`src/rtl/vend_sequencer_if.sv`:
```
// Bus between the vend sequencer and its environment: sale/coin inputs, the
// change-maker operands and verdict, and the coin dispense handshake.
interface vend_sequencer_if;
  logic       item_valid;
  logic [3:0] item_cost;
  logic       coin_valid;
  logic [2:0] coin_value;
  logic       cancel;
  logic [3:0] Cost;
  logic [3:0] Paid;
  logic [1:0] Pentagons;
  logic [1:0] Triangles;
  logic [1:0] Circles;
  logic [2:0] FirstCoin;
  logic [2:0] SecondCoin;
  logic [3:0] Remaining;
  logic       ExactAmount;
  logic       NotEnoughChange;
  logic       CoughUpMore;
  logic       coin_reject;
  logic       disp_valid;
  logic [2:0] disp_coin;
  logic       disp_ready;
  logic       sale_ok;
  logic       sale_fail;
  logic       busy;

  modport master (
    output item_valid, item_cost, coin_valid, coin_value, cancel,
    output FirstCoin, SecondCoin, Remaining, ExactAmount, NotEnoughChange, CoughUpMore,
    output disp_ready,
    input  Cost, Paid, Pentagons, Triangles, Circles,
    input  coin_reject, disp_valid, disp_coin, sale_ok, sale_fail, busy
  );

  modport slave (
    input  item_valid, item_cost, coin_valid, coin_value, cancel,
    input  FirstCoin, SecondCoin, Remaining, ExactAmount, NotEnoughChange, CoughUpMore,
    input  disp_ready,
    output Cost, Paid, Pentagons, Triangles, Circles,
    output coin_reject, disp_valid, disp_coin, sale_ok, sale_fail, busy
  );
endinterface

```
`src/rtl/vend_sequencer.sv`:
```
// Vending sale controller: collects coins, keeps the coin inventory, consults the
// combinational change maker and dispenses change or refunds one coin at a time.
module vend_sequencer #(
  parameter logic [1:0] INIT_PENT = 2'd3,
  parameter logic [1:0] INIT_TRI  = 2'd3,
  parameter logic [1:0] INIT_CIR  = 2'd3
) (
  input logic            clock,
  input logic            reset_L,
  vend_sequencer_if.slave bus
);
  localparam logic [2:0] PENT = 3'd5;
  localparam logic [2:0] TRIC = 3'd3;
  localparam logic [2:0] CIRC = 3'd1;

  typedef enum logic [2:0] {IDLE, COLLECT, DECIDE, DISPENSE, REFUND} state_t;

  state_t     state;
  logic [3:0] cost;
  logic [3:0] paid;
  logic [1:0] pent_cnt, tri_cnt, cir_cnt;
  logic [1:0] ins_pent, ins_tri, ins_cir;
  logic [2:0] queue_tail;
  logic       queue_two;
  logic       coin_reject, disp_valid, sale_ok, sale_fail;
  logic [2:0] disp_coin;

  logic [4:0] paid_sum;
  logic       coin_legal, coin_room, coin_ok, handshake;
  logic [2:0] chg_head;
  logic       chg_two;
  logic [1:0] left_pent, left_tri, left_cir;
  logic [2:0] refund_coin;

  always_comb begin
    paid_sum   = {1'b0, paid} + {2'b00, bus.coin_value};
    coin_legal = 1'b0;
    coin_room  = 1'b0;
    case (bus.coin_value)
      PENT:    begin coin_legal = 1'b1; coin_room = (pent_cnt != 2'd3); end
      TRIC:    begin coin_legal = 1'b1; coin_room = (tri_cnt  != 2'd3); end
      CIRC:    begin coin_legal = 1'b1; coin_room = (cir_cnt  != 2'd3); end
      default: ;
    endcase
    coin_ok   = coin_legal && coin_room && (paid_sum <= 5'd15);
    handshake = disp_valid && bus.disp_ready;

    // Zero codes from the change maker mean "no coin" and are squeezed out.
    chg_head = (bus.FirstCoin != 3'd0) ? bus.FirstCoin : bus.SecondCoin;
    chg_two  = (bus.FirstCoin != 3'd0) && (bus.SecondCoin != 3'd0);

    left_pent = ins_pent;
    left_tri  = ins_tri;
    left_cir  = ins_cir;
    if (handshake && state == REFUND) begin
      case (disp_coin)
        PENT:    left_pent = ins_pent - 2'd1;
        TRIC:    left_tri  = ins_tri  - 2'd1;
        CIRC:    left_cir  = ins_cir  - 2'd1;
        default: ;
      endcase
    end
    if (left_pent != 2'd0)     refund_coin = PENT;
    else if (left_tri != 2'd0) refund_coin = TRIC;
    else if (left_cir != 2'd0) refund_coin = CIRC;
    else                       refund_coin = 3'd0;
  end

  always_ff @(posedge clock) begin
    if (!reset_L) begin
      state       <= IDLE;
      cost        <= 4'd0;
      paid        <= 4'd0;
      pent_cnt    <= INIT_PENT;
      tri_cnt     <= INIT_TRI;
      cir_cnt     <= INIT_CIR;
      ins_pent    <= 2'd0;
      ins_tri     <= 2'd0;
      ins_cir     <= 2'd0;
      queue_tail  <= 3'd0;
      queue_two   <= 1'b0;
      coin_reject <= 1'b0;
      disp_valid  <= 1'b0;
      disp_coin   <= 3'd0;
      sale_ok     <= 1'b0;
      sale_fail   <= 1'b0;
    end else begin
      coin_reject <= 1'b0;
      sale_ok     <= 1'b0;
      sale_fail   <= 1'b0;

      // Any accepted coin leaves the machine, change or refund alike.
      if (handshake) begin
        case (disp_coin)
          PENT:    pent_cnt <= pent_cnt - 2'd1;
          TRIC:    tri_cnt  <= tri_cnt  - 2'd1;
          CIRC:    cir_cnt  <= cir_cnt  - 2'd1;
          default: ;
        endcase
      end

      case (state)
        IDLE: begin
          if (bus.item_valid) begin
            cost     <= bus.item_cost;
            paid     <= 4'd0;
            ins_pent <= 2'd0;
            ins_tri  <= 2'd0;
            ins_cir  <= 2'd0;
            state    <= COLLECT;
          end
        end

        COLLECT: begin
          if (bus.cancel) begin
            coin_reject <= bus.coin_valid;
            state       <= REFUND;
          end else if (bus.coin_valid && coin_ok) begin
            paid <= paid_sum[3:0];
            case (bus.coin_value)
              PENT:    begin pent_cnt <= pent_cnt + 2'd1; ins_pent <= ins_pent + 2'd1; end
              TRIC:    begin tri_cnt  <= tri_cnt  + 2'd1; ins_tri  <= ins_tri  + 2'd1; end
              CIRC:    begin cir_cnt  <= cir_cnt  + 2'd1; ins_cir  <= ins_cir  + 2'd1; end
              default: ;
            endcase
          end else begin
            coin_reject <= bus.coin_valid;
            if (!bus.CoughUpMore) state <= DECIDE;
          end
        end

        DECIDE: begin
          if (bus.ExactAmount) begin
            sale_ok <= 1'b1;
            state   <= IDLE;
          end else if (bus.NotEnoughChange || chg_head == 3'd0) begin
            state <= REFUND;
          end else begin
            disp_valid <= 1'b1;
            disp_coin  <= chg_head;
            queue_tail <= bus.SecondCoin;
            queue_two  <= chg_two;
            state      <= DISPENSE;
          end
        end

        DISPENSE: begin
          if (handshake) begin
            if (queue_two) begin
              disp_coin <= queue_tail;
              queue_two <= 1'b0;
            end else begin
              disp_valid <= 1'b0;
              disp_coin  <= 3'd0;
              sale_ok    <= 1'b1;
              state      <= IDLE;
            end
          end
        end

        REFUND: begin
          // Next refund coin is chosen from the counts left after this cycle's handshake.
          if (!disp_valid || handshake) begin
            ins_pent <= left_pent;
            ins_tri  <= left_tri;
            ins_cir  <= left_cir;
            if (refund_coin != 3'd0) begin
              disp_valid <= 1'b1;
              disp_coin  <= refund_coin;
            end else begin
              disp_valid <= 1'b0;
              disp_coin  <= 3'd0;
              sale_fail  <= 1'b1;
              paid       <= 4'd0;
              state      <= IDLE;
            end
          end
        end

        default: state <= IDLE;
      endcase
    end
  end

  assign bus.Cost        = cost;
  assign bus.Paid        = paid;
  assign bus.Pentagons   = pent_cnt;
  assign bus.Triangles   = tri_cnt;
  assign bus.Circles     = cir_cnt;
  assign bus.coin_reject = coin_reject;
  assign bus.disp_valid  = disp_valid;
  assign bus.disp_coin   = disp_coin;
  assign bus.sale_ok     = sale_ok;
  assign bus.sale_fail   = sale_fail;
  assign bus.busy        = (state != IDLE);
endmodule
```
`src/flat_wrapper.sv`:
```
// flat-port wrapper written by rule: the top's interface ports become plain ports
module vend_sequencer_flat 
#(
  parameter logic [1:0] INIT_PENT = 2'd3,
  parameter logic [1:0] INIT_TRI  = 2'd3,
  parameter logic [1:0] INIT_CIR  = 2'd3
)
  (clock, reset_L, bus_item_valid, bus_item_cost, bus_coin_valid, bus_coin_value, bus_cancel, bus_FirstCoin, bus_SecondCoin, bus_Remaining, bus_ExactAmount, bus_NotEnoughChange, bus_CoughUpMore, bus_disp_ready, bus_Cost, bus_Paid, bus_Pentagons, bus_Triangles, bus_Circles, bus_coin_reject, bus_disp_valid, bus_disp_coin, bus_sale_ok, bus_sale_fail, bus_busy);
  vend_sequencer_if bus_i ();
  input logic clock;
  input logic reset_L;
  input wire logic [$bits(bus_i.item_valid)-1:0] bus_item_valid;
  input wire logic [$bits(bus_i.item_cost)-1:0] bus_item_cost;
  input wire logic [$bits(bus_i.coin_valid)-1:0] bus_coin_valid;
  input wire logic [$bits(bus_i.coin_value)-1:0] bus_coin_value;
  input wire logic [$bits(bus_i.cancel)-1:0] bus_cancel;
  input wire logic [$bits(bus_i.FirstCoin)-1:0] bus_FirstCoin;
  input wire logic [$bits(bus_i.SecondCoin)-1:0] bus_SecondCoin;
  input wire logic [$bits(bus_i.Remaining)-1:0] bus_Remaining;
  input wire logic [$bits(bus_i.ExactAmount)-1:0] bus_ExactAmount;
  input wire logic [$bits(bus_i.NotEnoughChange)-1:0] bus_NotEnoughChange;
  input wire logic [$bits(bus_i.CoughUpMore)-1:0] bus_CoughUpMore;
  input wire logic [$bits(bus_i.disp_ready)-1:0] bus_disp_ready;
  output wire logic [$bits(bus_i.Cost)-1:0] bus_Cost;
  output wire logic [$bits(bus_i.Paid)-1:0] bus_Paid;
  output wire logic [$bits(bus_i.Pentagons)-1:0] bus_Pentagons;
  output wire logic [$bits(bus_i.Triangles)-1:0] bus_Triangles;
  output wire logic [$bits(bus_i.Circles)-1:0] bus_Circles;
  output wire logic [$bits(bus_i.coin_reject)-1:0] bus_coin_reject;
  output wire logic [$bits(bus_i.disp_valid)-1:0] bus_disp_valid;
  output wire logic [$bits(bus_i.disp_coin)-1:0] bus_disp_coin;
  output wire logic [$bits(bus_i.sale_ok)-1:0] bus_sale_ok;
  output wire logic [$bits(bus_i.sale_fail)-1:0] bus_sale_fail;
  output wire logic [$bits(bus_i.busy)-1:0] bus_busy;
  assign bus_i.item_valid = bus_item_valid;
  assign bus_i.item_cost = bus_item_cost;
  assign bus_i.coin_valid = bus_coin_valid;
  assign bus_i.coin_value = bus_coin_value;
  assign bus_i.cancel = bus_cancel;
  assign bus_i.FirstCoin = bus_FirstCoin;
  assign bus_i.SecondCoin = bus_SecondCoin;
  assign bus_i.Remaining = bus_Remaining;
  assign bus_i.ExactAmount = bus_ExactAmount;
  assign bus_i.NotEnoughChange = bus_NotEnoughChange;
  assign bus_i.CoughUpMore = bus_CoughUpMore;
  assign bus_i.disp_ready = bus_disp_ready;
  assign bus_Cost = bus_i.Cost;
  assign bus_Paid = bus_i.Paid;
  assign bus_Pentagons = bus_i.Pentagons;
  assign bus_Triangles = bus_i.Triangles;
  assign bus_Circles = bus_i.Circles;
  assign bus_coin_reject = bus_i.coin_reject;
  assign bus_disp_valid = bus_i.disp_valid;
  assign bus_disp_coin = bus_i.disp_coin;
  assign bus_sale_ok = bus_i.sale_ok;
  assign bus_sale_fail = bus_i.sale_fail;
  assign bus_busy = bus_i.busy;
  vend_sequencer #(.INIT_PENT(INIT_PENT), .INIT_TRI(INIT_TRI), .INIT_CIR(INIT_CIR)) u_core (.clock(clock), .reset_L(reset_L), .bus(bus_i));
endmodule
```
`config.mk`:
```
export PLATFORM = sky130hd
export DESIGN_NAME = vend_sequencer_flat
export DESIGN_NICKNAME = d
export VERILOG_FILES = /design/src/rtl/vend_sequencer_if.sv /design/src/rtl/vend_sequencer.sv /design/src/flat_wrapper.sv
export SDC_FILE = /design/constraint.sdc
export NUM_CORES = 1
export LEC_CHECK = 0
export BUFFER_PORTS_ARGS = -buffer_cell sky130_fd_sc_hd__clkbuf_2
export CORE_MARGIN = 3
export CORE_UTILIZATION = 36
export CTS_CLUSTER_DIAMETER = 200
export DETAILED_ROUTE_END_ITERATION = 8
export GPL_TIMING_DRIVEN = 1
export PLACE_DENSITY = 0.68
export SYNTH_ARGS = -nofsm -noshare
export SYNTH_HDL_FRONTEND = slang
export SYNTH_SLANG_ARGS = --single-unit
```
`constraint.sdc`:
```
create_clock -name clock -period 2.4 [get_ports clock]
set_input_delay 0.24 -clock clock [delete_from_list [all_inputs] [get_ports clock]]
set_output_delay 0.24 -clock clock [all_outputs]
set_load 0.005 [all_outputs]
```
Word level (Yosys, flattened, before mapping). Cells that the tools add are included.

Output and inout bits: 22. Word-level logic and storage cells: 181. Register bits: 34. Input bits: 26.

Reduce and logical (&&, ||, !) cells: 34. Equal/unequal tests: 27. $add $sub $neg: 13. Bitwise gates (word level): 2. Magnitude comparators: 1. Mux-type cells: 88.

Operators by type and width (count): 2-bit two-way mux (37); 3-bit two-way mux (19); 6-bit AND reduction (5); 2-bit inequality test (second input constant) (13); 4-bit two-way mux (5); 2-bit one-hot mux with 3 select lines (3); 3-bit nonzero test (6); 1-bit two-way mux (17); 3-bit one-hot mux with 5 select lines (1); 2-bit by 1-bit adder with 2-bit output (second input constant) (6); 3-bit by 2-bit equality test with 1-bit output (second input constant) (4); 4-bit one-hot mux with 3 select lines (1); 2-bit by 1-bit subtractor with 2-bit output (second input constant) (6); 3-bit by 1-bit equality test with 1-bit output (second input constant) (3); 3-bit equality test (second input constant) (3); 3-bit one-hot mux with 3 select lines (1); 2-bit nonzero test (4); 7-bit AND reduction (1); 1-bit logical AND (6); 3-bit logical NOT (2); 3-bit inequality test (second input constant) (2); 1-bit one-hot mux with 3 select lines (2); 3-bit AND reduction (2); 4-bit by 3-bit adder with 5-bit output (1); 10 further kinds (15).

Longest topological paths before layout.
Depth in word-level cells: 11. Gate-level depth with buffers: 8. Mapped depth without buffers: 8.

Worst setup path after synthesis. Ideal clock, no wire load.

Path kind: register to register. Start point: reg u_core.paid[0], in the netlist u_core.bus.Paid[0]. End point: reg u_core.ins_pent[1]. Cell stages (with the launch flop): 8. Buffers on the path: 0. Required time: 2.299 ns. Path slack: 0.013 ns. Arrival time: 2.286 ns. Period minus slack after synthesis: 2.387 ns. Cell sequence: dfxtp_1 > ha_1 > fa_1 > a21o_1 > a32o_1 > nor4_1 > o21ai_0 > o41ai_1.

Cells in the longest elaborated chain, start to end: 6.

RTL lines: start: declaration (line vend_sequencer.sv:20) `logic [3:0] paid;`; start signal: assignment (line vend_sequencer.sv:119) `paid <= paid_sum[3:0];`; 4-bit by 3-bit adder with 5-bit output (line vend_sequencer.sv:36) `paid_sum = {1'b0, paid} + {2'b00, bus.coin_value};`; 5-bit by 4-bit less-or-equal comparator with 1-bit output (line vend_sequencer.sv:45) `coin_ok = coin_legal && coin_room && (paid_sum <= 5'd15);`; 1-bit logical AND (line vend_sequencer.sv:45); 1-bit logical AND (line vend_sequencer.sv:118) `end else if (bus.coin_valid && coin_ok) begin`; 2-bit by 1-bit inequality test with 1-bit output (no source line); 6-bit AND reduction (no source line); end signal: assignment (line vend_sequencer.sv:121) `PENT: begin pent_cnt <= pent_cnt + 2'd1; ins_pent <= ins_pent + 2'd1; end`; end signal: assignment (line vend_sequencer.sv:164) `ins_pent <= left_pent;`; end: declaration (line vend_sequencer.sv:22) `logic [1:0] ins_pent, ins_tri, ins_cir;`.

Every way passes these cells. A chain may end at the register's enable or synchronous reset.

Worst setup path in the final report.
Start point: reg u_core.paid[0], in the netlist u_core.bus.Paid[0]. End point: reg u_core.ins_tri[0].

Cells in the longest elaborated chain, start to end: 6.

RTL lines: 4-bit by 3-bit adder with 5-bit output (line vend_sequencer.sv:36); 5-bit by 4-bit less-or-equal comparator with 1-bit output (line vend_sequencer.sv:45); 1-bit logical AND (line vend_sequencer.sv:45); 1-bit logical AND (line vend_sequencer.sv:118); 2-bit by 1-bit inequality test with 1-bit output (no source line); 6-bit AND reduction (no source line); end signal: assignment (line vend_sequencer.sv:122) `TRIC: begin tri_cnt <= tri_cnt + 2'd1; ins_tri <= ins_tri + 2'd1; end`; end signal: assignment (line vend_sequencer.sv:165) `ins_tri <= left_tri;`; end: declaration (line vend_sequencer.sv:22).

Every way passes these cells.

==> reports/qor.csv <==
stage,metric,value,unit
run_status,status,completed,
die,Core Box Area,5640,um^2
sta,Worst-Margin Slew,0.716,ns
setup_path,Crit Path Max Fanout,6,
sta,relative slew slack,0.522,
clocking,H-tree levels,2,
global_routing,largest net degree at the start of global routing,22,
global_routing,vias in the first global route,1990,
sta,FMAX,438,MHz
flow_run,max cap viols,0,
sta,final setup violation count,0,
setup_path,kind of critical path,reg2reg,
global_routing,antenna violations before repair,0,
placed_design,GPL Wtd Cong,0.881,
die,height of the chip,83.5,um
logic_synthesis,Synth top area share,0.315,
detailed_routing,DRT Pass-1 Iters,4,
global_routing,first-pass GRT wire length,9250,um
die,die width,83.5,um
logic_synthesis,"area leader, netlist",dfxtp_1,
clocking,"CTS clk-pin slew, worst paths",0.06,ns
die,Top Ports,48,
global_routing,GR Util All Layers,0.158,
setup_path,CP endpoint kind,flip-flop,
sta,Max Slew Vio Count,0,
logic_synthesis,syn_area_per_cell,8.15,um^2
logic_synthesis,#FFs+latches synth,34,
logic_synthesis,Unique masters post-synth,57,
placed_design,DP Wirelength,4190,um
detailed_routing,DRT iter0 DRCs,159,
detailed_routing,DRC,0,
clocking,clock root buffer,clkbuf_8,
pwr,Switch Pwr,0.466,mW
hold_path,Hold Path Class,in2reg,
setup_path,Crit-path slowest cell,fa_2,
sta,final cycle utilization of the critical path,0.952,
pwr,Power Total,1.44,mW
sta,RSZ-0062 raised after global routing,no,
pwr,Clock power frac,0.273,
setup_path,CP Launch Type,flip-flop,
pwr,sw frac,0.323,
detailed_routing,DR vias,2140,
sta,Final Hold Vio Count,0,
pwr,Seq pwr share,0.438,
logic_synthesis,largest cells by area after synthesis,"dfxtp_1 32%, mux2i_1 7.9%, nor2_1 4.9%",
logic_synthesis,"Seq/Total Area, Yosys",0.315,
finish,ANT cells,0,
sta,Final min period,2.28,ns
setup_path,Worst EP arrival,2.42,ns
clocking,CTS tree,built,
finish,area grow syn2layout,21.1,%
sta,Clock Skew,0.00230,ns
placed_design,IO buf count,43,
detailed_routing,vias per std cell,5.50,
pwr,design internal power,0.977,mW
die,Die ar.,6960,um^2
clocking,TritonCTS buffer count,5,
pwr,peak supply drop,0.296,mV
die,Initial Util,0.383,
finish,layout cells sized above 1,0.237,
die,Core Rows,27,
logic_synthesis,Cells after Synth,265,
pwr,Power Density,552,nW/um^2
setup_path,CP peak stage delay,0.36,ns
clocking,Max clock buf depth,2,
clocking,clock latency on the worst-skew pair,0.28,ns
logic_synthesis,"Primary FF master, synth",dfxtp_1,
pwr,Comb power frac,0.289,
logic_synthesis,fraction of registers with async set/reset,0,
setup_path,crit path cell chain,ha_1 -> fa_2 -> a21o_1 -> a32o_2 -> nor3_2 -> buf_4 -> and2_1 -> mux2i_1 -> o22ai_1,
logic_synthesis,syn_nets,295,
setup_path,CP Data Required Time,2.53,ns
pwr,Pleak,1.04,nW
detailed_routing,total wire length,5480,um
sta,setup TNS,0,ns
logic_synthesis,Netlist Area Pre-Place,2160,um^2
logic_synthesis,"EDFF count, synth",0,
clocking,CTS Sinks,34,
logic_synthesis,Syn. warnings,0,
finish,nets,347,
finish,Layout fillers,571,
global_routing,total grt overflow,0,
detailed_routing,DRT antenna net count,0,
detailed_routing,wire per inst,14.1,um
-- registers in the layout (all words and copies together), names as in the netlist, 3 cells and up --
register and cells:
u_core.queue_tail 3, u_core.bus.Paid 4, u_core.bus.disp_coin 3, u_core.bus.Cost 4
u_core.state 3
-- worst max-delay path: cells and delay by family, from the launching register on --
family / cells / cell delay, ns
AOI/OAI and AO/OA: 3 / 0.54
adders and majority gates: 2 / 0.59
buffers and inverters: 1 / 0.16
DFF: 1 / 0.32
muxes: 1 / 0.20
and+or+nand+nor: 2 / 0.33
-- area by class of cell --
type                            count  area (um^2)  share of cell area
Clock buffer                        7         76.3              0.0292
Inverter                            8         30.0              0.0115
Multi-Input combinational cell    210         1410               0.539
Sequential cell                    34          681               0.260
Tap cell                           72         90.1              0.0344
Timing Repair Buffer               58          328               0.125
-- cell usage after synthesis (3+ instances only) --
cell type	number
a21oi_1	14
nand4_1	5
nor3_1	10
nand2_1	27
nand3_1	7
clkbuf_1	9
nor2_1	28
mux2i_1	17
a31oi_1	3
or3_1	3
dfxtp_1	34
nor2b_1	6
and2_1	6
nor4_1	7
a211oi_1	5
xor2_1	6
ha_1	3
o21ai_0	14
inv_1	8
a21o_1	3
-- logic make-up (layout without fill, tap and decap cells) --
| logic type | after synthesis | after routing | synth area share |
|---|---|---|---|
| compound gates | 65 | 65 | 0.228 |
| xor+xnor | 7 | 7 | 0.0284 |
| fa+ha+maj | 4 | 4 | 0.0267 |
| buf+inv | 21 | 73 | 0.0417 |
| flops | 34 | 34 | 0.315 |
| mux | 17 | 17 | 0.0788 |
| simple gates | 117 | 117 | 0.281 |
-- through the flow --
step           std cells  hold WS, ns  instance area (um^2)  setup slack [ns]   util
2_1_floorplan        265        0.387                  2160            0.0135      -
3_3_place_gp         382        0.463                  2520            0.0333  0.446
3_5_place_dp         382        0.474                  2520           -0.0346  0.446
4_1_cts              389        0.192                  2600           0.00959  0.461
5_1_grt              389        0.198                  2620           0.00688  0.464
6_report             389        0.198                  2620             0.115  0.464
-- power groups by stage --
stage | Clock (mW) | Sequential [mW] | Combinational (mW)
after floorplan | 0 | 0.640 | 0.277
after global placement | 0 | 0.643 | 0.404
after detailed placement | 0 | 0.645 | 0.410
after CTS | 0.409 | 0.632 | 0.414
after global routing | 0.429 | 0.638 | 0.465
final | 0.393 | 0.633 | 0.417
-- cells in the final DEF (no fill, tap or decap), drive strengths merged, types with 2 or more instances in the layout --
cell,count
a22oi,2
nor2b,6
or3b,2
a311oi,2
nor3,10
inv,8
mux2i,17
xor2,6
nand3b,2
a211o,2
a21boi,2
o211ai,2
a31oi,3
nor2,29
or3,3
nand4,5
o311a,2
a21o,3
dfxtp,34
and2,6
o21a,2
nand2,27
nor4,7
clkbuf,50
and3b,2
nand4b,2
a2bb2oi,2
ha,3
a211oi,5
nor3b,2
nand3,7
buf,15
a21oi,14
o21ai,14
-- per-layer routing --
metal | global-route usage | vias up | wire, um
li1 | - | 1080 | -
met1 | 0.210 | 1001 | 2600
met2 | 0.259 | 53 | 2590
met3 | 0.0326 | 6 | 228
met4 | 0.0439 | 0 | 57
met5 | 0 | - | 0
-- worst paths after layout --
kind | cells past startpoint | end | start | slack (ns)
setup / recovery | 9 | u_core.ins_tri[0]$_SDFFE_PN0P_ | u_core.bus.Paid[0]$_SDFFE_PN0P_ | 0.12
hold / removal | 3 | u_core.bus.Cost[1]$_SDFFE_PN0P_ | bus_item_cost[1] | 0.20
setup reg to reg | 9 | u_core.ins_tri[0]$_SDFFE_PN0P_ | u_core.bus.Paid[0]$_SDFFE_PN0P_ | 0.12
hold reg to reg | 2 | u_core.bus.Paid[0]$_SDFFE_PN0P_ | u_core.bus.Paid[0]$_SDFFE_PN0P_ | 0.48
-- what timing repair did --
| item | in CTS | in global routing |
|---|---|---|
| buffers inserted | 0 | 0 |
| setup endpoints to repair | 2 | 10 |
| hold buffers | 0 | 0 |
| gates resized for setup | 3 | 6 |
No activity file was read; power rests on OpenSTA's default activity.
